<file path="src/rtl/agent_req_port.sv">
// In-order read master for one system_agent requester slot: tags requests, reorders completions by tag.
// Request strobe 1 cycle after accept, rsp_valid 1 cycle after head completion; req_ready low while DEPTH are outstanding.
module agent_req_port #(
    parameter int unsigned DEPTH = 4
) (
    input  logic        clk,
    input  logic        rst_n,
    input  logic        req_valid,
    output logic        req_ready,
    input  logic [15:0] req_addr,
    output logic        rsp_valid,
    input  logic        rsp_ready,
    output logic [31:0] rsp_data,
    output logic        err_unexp,
    output logic [15:0] ip_addr,
    output logic [5:0]  ip_req_trans,
    input  logic [31:0] ip_dat,
    input  logic [3:0]  ip_trans_id
);

    typedef enum logic [1:0] {FREE, PEND, DONE} slot_state_t;

    localparam logic [3:0] DEPTH_W = 4'(DEPTH);
    localparam logic [3:0] LAST    = 4'(DEPTH - 1);

    // Arrays span the whole 4-bit tag space so every index is full width;
    // entries at DEPTH and above are never written and stay FREE.
    slot_state_t state [16];
    logic [31:0] data  [16];

    logic [3:0] wr_ptr;
    logic [3:0] rd_ptr;
    logic [3:0] count;
    logic [3:0] cpl_idx;
    logic       accept;
    logic       retire;
    logic       cpl_hit;
    logic       cpl_bad;

    assign req_ready = (count < DEPTH_W);
    assign rsp_valid = (state[rd_ptr] == DONE);
    assign rsp_data  = data[rd_ptr];
    assign accept    = req_valid && req_ready;
    assign retire    = rsp_valid && rsp_ready;
    assign cpl_idx   = ip_trans_id - 4'd1;

    always_comb begin
        cpl_hit = 1'b0;
        cpl_bad = 1'b0;
        if (ip_trans_id != 4'd0) begin
            if ((ip_trans_id <= DEPTH_W) && (state[cpl_idx] == PEND)) begin
                cpl_hit = 1'b1;
            end else begin
                cpl_bad = 1'b1;
            end
        end
    end

    // Retire, accept and completion always touch distinct slots, so the
    // three indexed writes below never collide.
    always_ff @(posedge clk or negedge rst_n) begin
        if (!rst_n) begin
            for (int i = 0; i < 16; i++) begin
                state[i] <= FREE;
                data[i]  <= 32'd0;
            end
            wr_ptr       <= 4'd0;
            rd_ptr       <= 4'd0;
            count        <= 4'd0;
            err_unexp    <= 1'b0;
            ip_addr      <= 16'd0;
            ip_req_trans <= 6'd0;
        end else begin
            if (retire) begin
                state[rd_ptr] <= FREE;
                rd_ptr        <= (rd_ptr == LAST) ? 4'd0 : rd_ptr + 4'd1;
            end

            if (accept) begin
                state[wr_ptr] <= PEND;
                ip_addr       <= req_addr;
                ip_req_trans  <= {1'b1, 1'b0, wr_ptr + 4'd1};
                wr_ptr        <= (wr_ptr == LAST) ? 4'd0 : wr_ptr + 4'd1;
            end else begin
                ip_req_trans  <= 6'd0;
            end

            if (cpl_hit) begin
                state[cpl_idx] <= DONE;
                data[cpl_idx]  <= ip_dat;
            end
            if (cpl_bad) begin
                err_unexp <= 1'b1;
            end

            case ({accept, retire})
                2'b10:   count <= count + 4'd1;
                2'b01:   count <= count - 4'd1;
                default: count <= count;
            endcase
        end
    end

endmodule

</file>
<file path="config.mk">
export PLATFORM = sky130hd
export DESIGN_NAME = agent_req_port
export DESIGN_NICKNAME = d
export VERILOG_FILES = /design/src/rtl/agent_req_port.sv
export SDC_FILE = /design/constraint.sdc
export NUM_CORES = 1
export LEC_CHECK = 0
export CAP_MARGIN = 5
export CORE_MARGIN = 2
export CORE_UTILIZATION = 30
export CTS_BUF_LIST = sky130_fd_sc_hd__clkbuf_4 sky130_fd_sc_hd__clkbuf_8
export DETAILED_ROUTE_END_ITERATION = 6
export HOLD_SLACK_MARGIN = 0.05
export SLEW_MARGIN = 20
export SYNTH_ARGS = -nofsm -noshare
export SYNTH_HDL_FRONTEND = slang
export SYNTH_SLANG_ARGS = --single-unit
</file>
<file path="constraint.sdc">
create_clock -name clk -period 3.5 [get_ports clk]
set_input_delay 0.525 -clock clk [delete_from_list [all_inputs] [get_ports clk]]
set_output_delay 0.525 -clock clk [all_outputs]
set_load 0.03 [all_outputs]
</file>
* After elaboration in Yosys (flattened, before gate mapping) *
Index checks and enable logic that the tools add are counted.

word-level totals
  output and inout bits = 57
  memories = 0
  input port bits = 56
  register bits after elaboration = 579
  bits in writable memories = 0
  word-level logic and storage cells = 105
  memory bits (read-only) = 0
  latch bits = 0

operators by class
  $add $sub $neg = 5
  bitwise operators = 11
  $mul = 0
  shift-type cells = 0
  eq/ne operators = 6
  magnitude comparators = 8
  reductions and logical operators = 8
  multiplexer cells = 29
  divide/modulo/power cells = 0

operators by type and width
  kind                                                                           number
  512-bit bitwise mux                                                            1
  32-bit two-way mux                                                             6
  32-bit binary-select mux with 4-bit select                                     1
  32-bit demux with 4-bit select                                                 1
  16-bit bitwise AND                                                             2
  32-bit bitwise AND                                                             1
  16-bit NOT                                                                     2
  32-bit NOT                                                                     1
  16-bit bitwise OR                                                              2
  2-bit demux with 4-bit select                                                  3
  2-bit binary-select mux with 4-bit select                                      2
  5-bit greater-or-equal comparator (second input constant)                      3
  5-bit by 1-bit less-than comparator with 1-bit output (second input constant)  3
  4-bit NOT with 5-bit output                                                    3
  2-bit two-way mux                                                              7
  4-bit by 1-bit adder with 4-bit output (second input constant)                 3
  4-bit by 2-bit == test with 1-bit output (second input constant)               2
  4-bit two-way mux                                                              2
  4-bit case mux with 2 select lines                                             1
  4-bit by 1-bit subtractor with 4-bit output (second input constant)            2
  1-bit logical AND                                                              6
  6-bit two-way mux                                                              1
  2-bit by 1-bit == test with 1-bit output (second input constant)               2
  2-bit == test (second input constant)                                          2
  other kinds (5)                                                                8

* Depth between registers and ports, before layout *
Gate-level depths: netlist of run 1.

  depth after elaboration = 12
  gate-level depth with buffers = 16
  mapped depth without buffers = 13

* Least setup slack after synthesis of run 1 *
No wires, ideal clock.

  kind = register to output
  start point = register rd_ptr[0]
  end point = output port rsp_data[24]
  cell stages (with the launch flop) = 6
  buffers on the path = 3
  arrival = 2486 ps
  setup slack = 489 ps
  cell sequence = dfrtp_1 clkbuf_1 clkbuf_1 clkbuf_1 mux4_2 mux4_2

between the ends
  word-level cells in the longest chain between the ends = 4

RTL lines
  what                                                   RTL line  source
  start, declared                                        32        logic [3:0] rd_ptr;
  start signal, assigned                                 76        rd_ptr <= (rd_ptr == LAST) ? 4'd0 : rd_ptr + 4'd1;
  4-bit NOT with 5-bit output (implied by the code)      42        assign rsp_data = data[rd_ptr];
  32-bit binary-select mux with 4-bit select             42
  32-bit two-way mux (implied by the code) (2 in a row)  42
  end, declared                                          13        output logic [31:0] rsp_data,

No other way between the ends. The select of a mux whose other input is x is not followed.

* Worst setup path after layout of run 1 *
  start point = register rd_ptr[0]
  end point = output port rsp_data[21]

Same word-level chain as after synthesis.

==> impl_metrics.tcl, run 1 <==
set metrics [dict create \
    hpwl_um 39700 \
    hold_violations 0 \
    clock_path_buffers 3 \
    dpl_worst_slack_ns 0.119 \
    clkLatencyLatePin_ns 0.72 \
    fin_crit_ns 3.47 \
    fin_hold_ws_ns 0.341 \
    final_common_cell "dfrtp_1" \
    grt_start_max_net_pins 92 \
    fin_tns_setup_ns 0 \
    die_area_mm2 0.0887 \
    clock_skew_ns 0.0509 \
    drive_gt1_share_pct 47.9 \
    fillerInstances 8055 \
    grt_pass1_vias 16400 \
    antenna_found_initial 4 \
    wl_per_cell_um 21.4 \
    dr.max_layer_used "met5" \
    critical_path_arrival_ns 2.95 \
    vias_per_cell 4.88 \
    cp_slowest_stage_delay_ns 0.53 \
    synth-edff-count 0 \
    area_delta_synth_final_pct 21.7 \
    cts_made_buffers 98 \
    ios 113 \
    ys.flop_type "dfrtp_1" \
    dieWidth_um 298 \
    rows 107 \
    yosysUniqueCellTypes 57 \
    synth.avg_cell_area_um2 15.3 \
    worstMarginPinSlew_ns 0.873 \
    timing.final.crit_share_pct 99.3 \
    power_mw 22.9 \
    first_iter_violations 869 \
    synthCells 1692 \
    final-setup-viol-count 0 \
    drc 0 \
    route.met2.wl_um 31600 \
    initial_utilization_pct 30.3 \
    cts_sinks 578 \
    grt_pass1_wl_um 102000 \
    maxSlewHeadroom_pct 41.8 \
    synthTopCellsByArea "dfrtp_1, mux2_2, mux4_2" \
    finalWorstSetupSlack_ns 0.0255 \
    synth_area_mm2 0.0259 \
    syn-num-nets 1764 \
    synth.top_cell.area_share_pct 55.8 \
    critPathSlowestCell "dfrtp_4" \
    path_cells "buf_6 > buf_12 > buf_16 > mux4_2 > mux4_2 > buf_6" \
    drtAntennaViolNets 0 \
    critPathRequiredTime_ns 2.97 \
    yosysSeqAreaShare_pct 55.8 \
    min_path_type "in -> reg" \
    port-buffer-count 111 \
    htreeDepth 3 \
    worstSetupStartpointType "flop" \
    synth_top_area_cell "dfrtp_1" \
    final_cell_mix "dfrtp_1, mux2_2, mux4_2, clkbuf_8, nand2_1" \
    grt.total_usage_pct 14.8 \
    irDropWorstVdd_mv 0.307 \
    gp_congestion 0.859 \
    first_pass_iters 6 \
    cts-root-buf "clkbuf_8" \
    status "completed" \
    max_cap_viol_count 0 \
    cp-end-kind "output pin" \
    grt_overflow_total 0 \
    routed_wl_um 65000 \
    criticalPathCategory "reg -> out" \
    slew_violations 0 \
    p_leak_nw 14.3 \
    m1WireLength_um 28500 \
    powerDensity_mw_per_mm2 727 \
    nets 1881 \
    clk_pin_slew_worst_paths_ns 0.07 \
    cts_tree "yes" \
    rsz0062_at_grt "true" \
    core_region_area_mm2 0.0854 \
    die_y_um 298 \
    synthArstFlopShare_pct 100 \
    yosys_warnings 0 \
    cp_max_fo 7 \
    fmax_mhz 288 \
    synth_seq_cells 578 \
    dr_wl_met3_um 3230 \
    vias 14800 \
]
-- timing repair --
action / CTS / global route
setup buffers: 18 / 2
hold buffers: 1 / 0
endpoints found under the setup margin: 33 / 24
endpoints found under the hold margin: 76 / 0
gates resized for setup: 67 / 16
gates cloned: 9 / 3
-- layer usage --
metal	global-route usage (%)	vias to the layer above
li1	-	6414
met4	4.97	4
met5	0	-
met1	19.7	7930
met3	2.93	105
met2	24.2	347
-- final timing paths --
| kind | from | to | slack [ns] | cells after the start |
|---|---|---|---|---|
| max in group asynchronous | rst_n | data[210]$_DFFE_PN0P_ | 1.98 | 3 |
| worst min-delay path | req_addr[0] | ip_addr[0]$_DFFE_PN0N_ | 0.34 | 3 |
| min in group asynchronous | rst_n | ip_addr[14]$_DFFE_PN0N_ | 0.47 | 2 |
| worst max-delay path | rd_ptr[0]$_DFFE_PN0N_ | rsp_data[21] | 0.03 | 6 |
| worst max register to register | rd_ptr[3]$_DFFE_PN0N_ | count[3]$_DFFE_PN0P_ | 0.35 | 13 |
| worst min register to register | data[144]$_DFFE_PN0P_ | data[144]$_DFFE_PN0P_ | 0.37 | 0 |
-- cells by family (layout without fill, tap and decap cells) --
logic type               after synthesis  in the layout  synth area share, %
adder cells (fa/ha/maj)               16             16                0.773
XOR/XNOR                              12             12                0.435
other                                  1              3               0.0145
multiplexers                         613            613                 33.8
flip-flops                           578            578                 55.8
buffers and inverters                217            414                 3.70
AO/OA/AOI/OAI                         81             81                 2.22
AND/OR/NAND/NOR                      174            174                 3.27
-- report_power, final --
| part | leakage [nW] | switching, mW | internal, mW |
|---|---|---|---|
| logic | 5.41 | 3.39 | 3.94 |
| registers | 7.69 | 0.715 | 7.92 |
| clock network | 1.21 | 2.87 | 4.09 |
-- cells in the mapped netlist (9+ instances only) --
| master | number |
|---|---|
| o21ai_0 | 13 |
| inv_1 | 16 |
| clkbuf_1 | 135 |
| dfrtp_1 | 578 |
| nand2_1 | 97 |
| o31ai_1 | 9 |
| mux4_2 | 160 |
| mux2_4 | 10 |
| mux2_1 | 54 |
| buf_2 | 36 |
| nor2_1 | 15 |
| buf_4 | 20 |
| ha_1 | 16 |
| a21oi_1 | 16 |
| mux2_2 | 389 |
| nand2b_1 | 13 |
-- stage by stage --
stage	utilization [%]	cell area (um2)	instances
after floorplan	-	25900	1692
after global placement	33.4	28500	2821
after detailed placement	33.4	28500	2821
after CTS	36.8	31400	3029
after global routing	36.9	31500	3035
final	36.9	31500	3035
-- state kept, by name (all words and copies together) (netlist names) --
name          cells
data            512
state            32
ip_addr          16
ip_req_trans      5
count             4
rd_ptr            4
wr_ptr            4
err_unexp         1
-- worst max-delay path, delay by kind of cell (launching register included) --
family,cells,cell delay (ns)
multiplexers,2,1.06
buffers and inverters,4,0.64
flip-flops,1,0.53
-- layout make-up --
class                           count  area, um2  area share [%]
Antenna cell                        2       5.00          0.0159
Inverter                           16       60.1           0.191
Timing Repair Buffer              218       2700            8.55
Clock buffer                      152       1950            6.20
Sequential cell                   578      14500            45.9
Tap cell                         1144       1430            4.54
Multi-Input combinational cell    897      10600            33.5
Clock inverter                     28        343            1.09
Note: power is estimated with default switching activity, not from simulation.
==> run 2: changes to the inputs <==
--- a/config.mk
+++ b/config.mk
@@ -11,7 +11,8 @@
 export CTS_BUF_LIST = sky130_fd_sc_hd__clkbuf_4 sky130_fd_sc_hd__clkbuf_8
 export DETAILED_ROUTE_END_ITERATION = 6
 export HOLD_SLACK_MARGIN = 0.05
-export SLEW_MARGIN = 20
+export REMOVE_ABC_BUFFERS = 1
+export SLEW_MARGIN = 10
 export SYNTH_ARGS = -nofsm -noshare
 export SYNTH_HDL_FRONTEND = slang
 export SYNTH_SLANG_ARGS = --single-unit
==> run 2 against run 1 <==
Compared with the run above: critical path depth unchanged; worst setup slack gained 0.057 ns; sequential share of layout area grew 0.52 points; power shrank 3.0%; first-iteration DRC count is 11% lower; worst hold slack improved by 0.015 ns; clock skew shrank 0.0015 ns; largest power group unchanged; highest routed layer unchanged.
==> impl_metrics.tcl, run 2 (synthesis results as in run 1) <==
set metrics [dict create \
    core_region_area_mm2 0.0854 \
    ios 113 \
    die_y_um 298 \
    cts_tree "yes" \
    final_cells 3007 \
    power_mw 22.2 \
    final_cell_mix "dfrtp_1, mux2_2, mux4_2, clkbuf_8, nand2_1" \
    regMostFlops "data" \
    rsz0062_at_grt "true" \
    wl_per_cell_um 21.0 \
    timing.final.crit_share_pct 97.7 \
    maxSlewHeadroom_pct 55.2 \
    fillerInstances 8087 \
    dp_cells 2824 \
    final-setup-viol-count 0 \
    first_iter_violations 775 \
    antenna_cells 0 \
    path_cells "buf_12 > buf_16 > clkbuf_16 > mux4_2 > mux4_2 > buf_6" \
    die_area_mm2 0.0887 \
    critPathSlowestCell "mux4_2" \
    vias 14700 \
    grt.total_usage_pct 14.5 \
    fin_crit_ns 3.42 \
    grt_pass1_vias 16400 \
    cts-root-buf "clkbuf_8" \
    cts_sinks 578 \
    vias_per_cell 4.89 \
    routed_wl_um 63100 \
    drive_gt1_share_pct 47.1 \
    dpl_worst_slack_ns -0.0118 \
    crit_path_frequent_cell "mux4_2" \
    critPathRequiredTime_ns 2.97 \
    grt_pass1_wl_um 100000 \
    antenna_found_initial 4 \
    finalWorstSetupSlack_ns 0.0821 \
    top_usage_layer "met2" \
    port-buffer-count 111 \
    hpwl_um 38900 \
    criticalPathCategory "reg -> out" \
    clk_pin_slew_worst_paths_ns 0.06 \
    worstSetupStartpointType "flop" \
    grt_start_max_net_pins 75 \
    cp_slowest_stage_delay_ns 0.55 \
    use_met3_pct 3.50 \
    max_cap_viol_count 0 \
    final_core_util_pct 36.5 \
    fmax_mhz 293 \
    clkLatencyLatePin_ns 0.70 \
    gp_congestion 0.835 \
    htreeDepth 3 \
    final_common_cell "dfrtp_1" \
    status "completed" \
    drc 0 \
    gr-usage-met1_pct 19.6 \
    p_leak_nw 14.2 \
    cp_num_buf_inv 4 \
    hold_violations 0 \
    min_path_type "in -> reg" \
    worstMarginPinSlew_ns 0.667 \
    grt_overflow_total 0 \
    final_area_mm2 0.0312 \
    drtAntennaViolNets 0 \
    first_pass_iters 4 \
    powerDensity_mw_per_mm2 713 \
    clock_path_buffers 3 \
    cpLargestDelayFamily "multiplexers" \
    initial_utilization_pct 30.3 \
    irDropWorstVdd_mv 0.352 \
    clock_skew_ns 0.0494 \
    critical_path_arrival_ns 2.89 \
    cts_made_buffers 98 \
    reg_top3 "data (512), state (32), ip_addr (16)" \
    nets 1868 \
    largest_reg_flops 512 \
    rows 107 \
    slew_violations 0 \
    area_delta_synth_final_pct 20.4 \
    dieWidth_um 298 \
    cp-end-kind "output pin" \
    placedInstanceArea_mm2 0.0285 \
    cp_max_fo 8 \
    met2_usage_pct 22.8 \
]
run 2: cell types whose count changed in the layout (fill, tap and decap cells not counted), moves of 5 or more:
cell,delta
buf_16,-5
clkbuf_2,+5
clkbuf_4,+5
clkbuf_8,-11
buf_6,-12
clkinv_2,-7
run 2: layout make-up:
cell class | count | area [um2] | share of cell area (%)
repair buffers | 205 | 2430 | 7.79
multi-input cells | 897 | 10600 | 33.9
flip-flops and latches | 578 | 14500 | 46.4
clock buffers | 146 | 1840 | 5.90
well taps | 1144 | 1430 | 4.59
clock inverters | 21 | 382 | 1.22
inverters | 16 | 60.1 | 0.193
run 2: timing repair:
item                                    in CTS  in global routing
hold endpoints to repair                    66                  0
buffers inserted                             5                  1
gates cloned                                 5                  4
endpoints found under the setup margin      32                 17
resized for setup                           33                 22
hold buffers                                 1                  0
run 2: worst register-to-register path, cell delays in order (launching register included):
cell       delay (ns)
dfrtp_4          0.50
buf_12           0.16
bufbuf_16        0.28
nand2b_1         0.09
a311oi_1         0.07
nor4_2           0.29
nand2_1          0.13
a21bo_2          0.28
inv_1            0.09
ha_1             0.24
xor2_1           0.10
ha_1             0.19
a21oi_1          0.16
xor2_1           0.16
nor2_1           0.07
xor2_1           0.14
run 2: stage by stage:
step	hold WS [ns]	TNS, ns
finish	0.356	0
global route	0.328	-0.00493
CTS	0.289	-0.607
detailed placement	0.363	-0.0209
global placement	0.360	0
floorplan	0.229	-236.81
run 2: worst paths after layout:
path	slack, ns	to	cells past startpoint	startpoint
setup / recovery	0.08	rsp_data[25]	6	rd_ptr[0]$_DFFE_PN0N_
hold / removal	0.36	ip_addr[0]$_DFFE_PN0N_	3	req_addr[0]
setup reg to reg	0.43	count[2]$_DFFE_PN0P_	15	rd_ptr[0]$_DFFE_PN0N_
hold reg to reg	0.37	data[159]$_DFFE_PN0P_	0	data[159]$_DFFE_PN0P_
max in group asynchronous	2.01	data[442]$_DFFE_PN0P_	4	rst_n
min in group asynchronous	0.42	data[212]$_DFFE_PN0P_	2	rst_n
run 2: power breakdown:
| group | internal [mW] | switching, mW | total [mW] |
|---|---|---|---|
| Combinational | 3.61 | 3.21 | 6.82 |
| Sequential | 7.92 | 0.665 | 8.59 |
| Clock | 4.09 | 2.73 | 6.82 |
run 2: layer usage:
layer,wire length (um),share of wire [%]
met5,39,0.062
met4,1550,2.5
met3,3410,5.4
met2,29600,47
met1,28500,45
==> run 3: changes to the inputs <==
--- a/config.mk
+++ b/config.mk
@@ -6,7 +6,7 @@
 export NUM_CORES = 1
 export LEC_CHECK = 0
 export CAP_MARGIN = 5
-export CORE_MARGIN = 2
+export CORE_MARGIN = 3
 export CORE_UTILIZATION = 30
 export CTS_BUF_LIST = sky130_fd_sc_hd__clkbuf_4 sky130_fd_sc_hd__clkbuf_8
 export DETAILED_ROUTE_END_ITERATION = 6
@@ -16,3 +16,4 @@
 export SYNTH_ARGS = -nofsm -noshare
 export SYNTH_HDL_FRONTEND = slang
 export SYNTH_SLANG_ARGS = --single-unit
+export TNS_END_PERCENT = 30
==> run 3 against run 2 <==
Compared with the run above: non-clock buffer count fell by 2; via count rose by 0.58%; sequential power barely moved; combinational power fell by 1%; clock-buffer cell count rose by 9; sequential share of layout area rose by 0.26 points; critical path depth did not move; worst setup slack got worse by 0.024 ns; clock skew fell by 0.015 ns; worst hold slack improved by 0.015 ns.
==> impl_metrics.tcl, run 3 (synthesis results as in run 1) <==
set metrics [dict create \
    status "completed" \
    hold_violations 0 \
    min_path_type "reg -> reg" \
    nets 1864 \
    cp_num_buf_inv 4 \
    largest_reg_flops 512 \
    initial_utilization_pct 30.3 \
    die_y_um 300 \
    whs_path_depth 0 \
    fmax_mhz 291 \
    routed_wl_um 64300 \
    cp-end-kind "output pin" \
    die_area_mm2 0.0899 \
    irDropWorstVdd_mv 0.324 \
    cp_slowest_stage_delay_ns 0.53 \
    max_cap_viol_count 0 \
    core_region_area_mm2 0.0854 \
    wl_per_cell_um 21.3 \
    critPathLaunch "rd_ptr[0]$_DFFE_PN0N_" \
    first_pass_iters 5 \
    area_delta_synth_final_pct 19.7 \
    timing.final.crit_share_pct 98.3 \
    rsz0062_at_grt "true" \
    final_cell_mix "dfrtp_1, mux2_2, mux4_2, clkbuf_8, nand2_1" \
    r2r-end "count[3]$_DFFE_PN0P_" \
    antenna_found_initial 4 \
    regMostFlops "data" \
    p_leak_nw 14.1 \
    critPathRequiredTime_ns 2.97 \
    final-setup-viol-count 0 \
    cts_tree "yes" \
    path_cells "buf_12 > buf_12 > buf_12 > mux4_2 > mux4_2 > clkdlybuf4s15_2" \
    final_core_util_pct 36.3 \
    critical_path_arrival_ns 2.92 \
    cp_max_fo 5 \
    port-buffer-count 111 \
    clk_pin_slew_worst_paths_ns 0.06 \
    vias_per_cell 4.91 \
    hpwl_um 38100 \
    gp_congestion 0.819 \
    drc 0 \
    ios 113 \
    reg2reg_setup_slack_ns 0.31 \
    fillerInstances 8045 \
    reg2reg_from "rd_ptr[0]$_DFFE_PN0N_" \
    worstSetupStartpointType "flop" \
    cpLargestDelayFamily "multiplexers" \
    cts_sinks 578 \
    drtAntennaViolNets 0 \
    critPathSlowestCell "mux4_2" \
    worstMarginPinSlew_ns 0.635 \
    grt_pass1_vias 16300 \
    slew_violations 0 \
    htreeDepth 3 \
    grt.total_usage_pct 14.4 \
    fin_tns_setup_ns 0 \
    criticalPathCategory "reg -> out" \
    clock_path_buffers 3 \
    cts-root-buf "clkbuf_8" \
    crit_path_frequent_cell "buf_12" \
    clkLatencyLatePin_ns 0.68 \
    reg_top3 "data (512), state (32), ip_addr (16)" \
    placedInstanceArea_mm2 0.0285 \
    first_iter_violations 913 \
    grt_overflow_total 0 \
    clock_skew_ns 0.0343 \
    fin_crit_ns 3.44 \
    fin_hold_ws_ns 0.371 \
    hp-start "data[156]$_DFFE_PN0P_" \
    grt_start_max_net_pins 92 \
    hold_end "data[156]$_DFFE_PN0P_" \
    grt_pass1_wl_um 101000 \
    maxSlewHeadroom_pct 57.4 \
    rows 107 \
    final_area_mm2 0.0310 \
    powerDensity_mw_per_mm2 705 \
    rr_worst_depth 15 \
    drive_gt1_share_pct 47.3 \
    final_common_cell "dfrtp_1" \
    dieWidth_um 300 \
    vias 14800 \
    cts_made_buffers 96 \
]
-- run 3: how the worst max path moves through the flow --
stage	depth (start not counted)	to	slack, ns
global route	6	rsp_data[8]	-0.02
CTS	6	rsp_data[25]	-0.03
finish	6	rsp_data[8]	0.06
global placement	10	data[261]$_DFFE_PN0P_	-0.007
detailed placement	11	data[331]$_DFFE_PN0P_	-0.03
floorplan	13	count[2]$_DFFE_PN0P_	-4.06
-- run 3: power by group --
group          total, mW  switching [mW]  leakage [nW]  internal [mW]
logic               6.74            3.20          5.24           3.53
clock network       6.50            2.76          1.15           3.74
registers           8.62           0.697          7.69           7.92
total               21.9            6.66          14.1           15.2
-- run 3: per-stage QoR --
| stage | instances | setup slack (ns) | power, mW |
|---|---|---|---|
| after detailed placement | 2821 | -0.0345 | 15.1 |
| after global placement | 2821 | -0.00697 | 14.8 |
| final | 3014 | 0.0578 | 21.9 |
| after floorplan | 1491 | -4.06 | 12.7 |
| after CTS | 3012 | -0.0302 | 22.2 |
| after global routing | 3013 | -0.0242 | 23.0 |
-- run 3: layout make-up --
type,instances,area (um2),share of cell area (%)
tap,1144,1430,4.62
timing repair buffer,203,2310,7.44
clock buffer,155,1980,6.38
sequential,578,14500,46.7
inverter,16,60.1,0.194
multi-input combinational,897,10600,34.1
clock inverter,19,185,0.597
antenna,2,5.00,0.0161
-- run 3: repair_timing --
item / in CTS / in global routing
setup endpoints to repair: 32 / 15
hold buffers: 1 / 0
setup buffers: 11 / 0
gates resized for setup: 44 / 12
cloned: 5 / 0
hold endpoints to repair: 50 / 0
-- run 3: layer usage --
layer	wire length, um	up-vias	part of all wire (%)	GRT usage (%)
met5	27	-	0.042	0
li1	-	6357	-	-
met4	1430	4	2.2	4.67
met1	29600	7924	46	20.0
met3	3090	99	4.8	2.71
met2	30200	402	47	22.9
-- run 3: worst reg2reg max path, delay by kind of cell, from the launching register on --
kind / cells / cell delay [ns]
DFF: 1 / 0.48
buffers and inverters: 4 / 0.58
and+or+nand+nor: 5 / 1.01
adders and majority gates: 1 / 0.26
AOI/OAI and AO/OA: 4 / 0.64
xor gates and xnor gates: 1 / 0.15
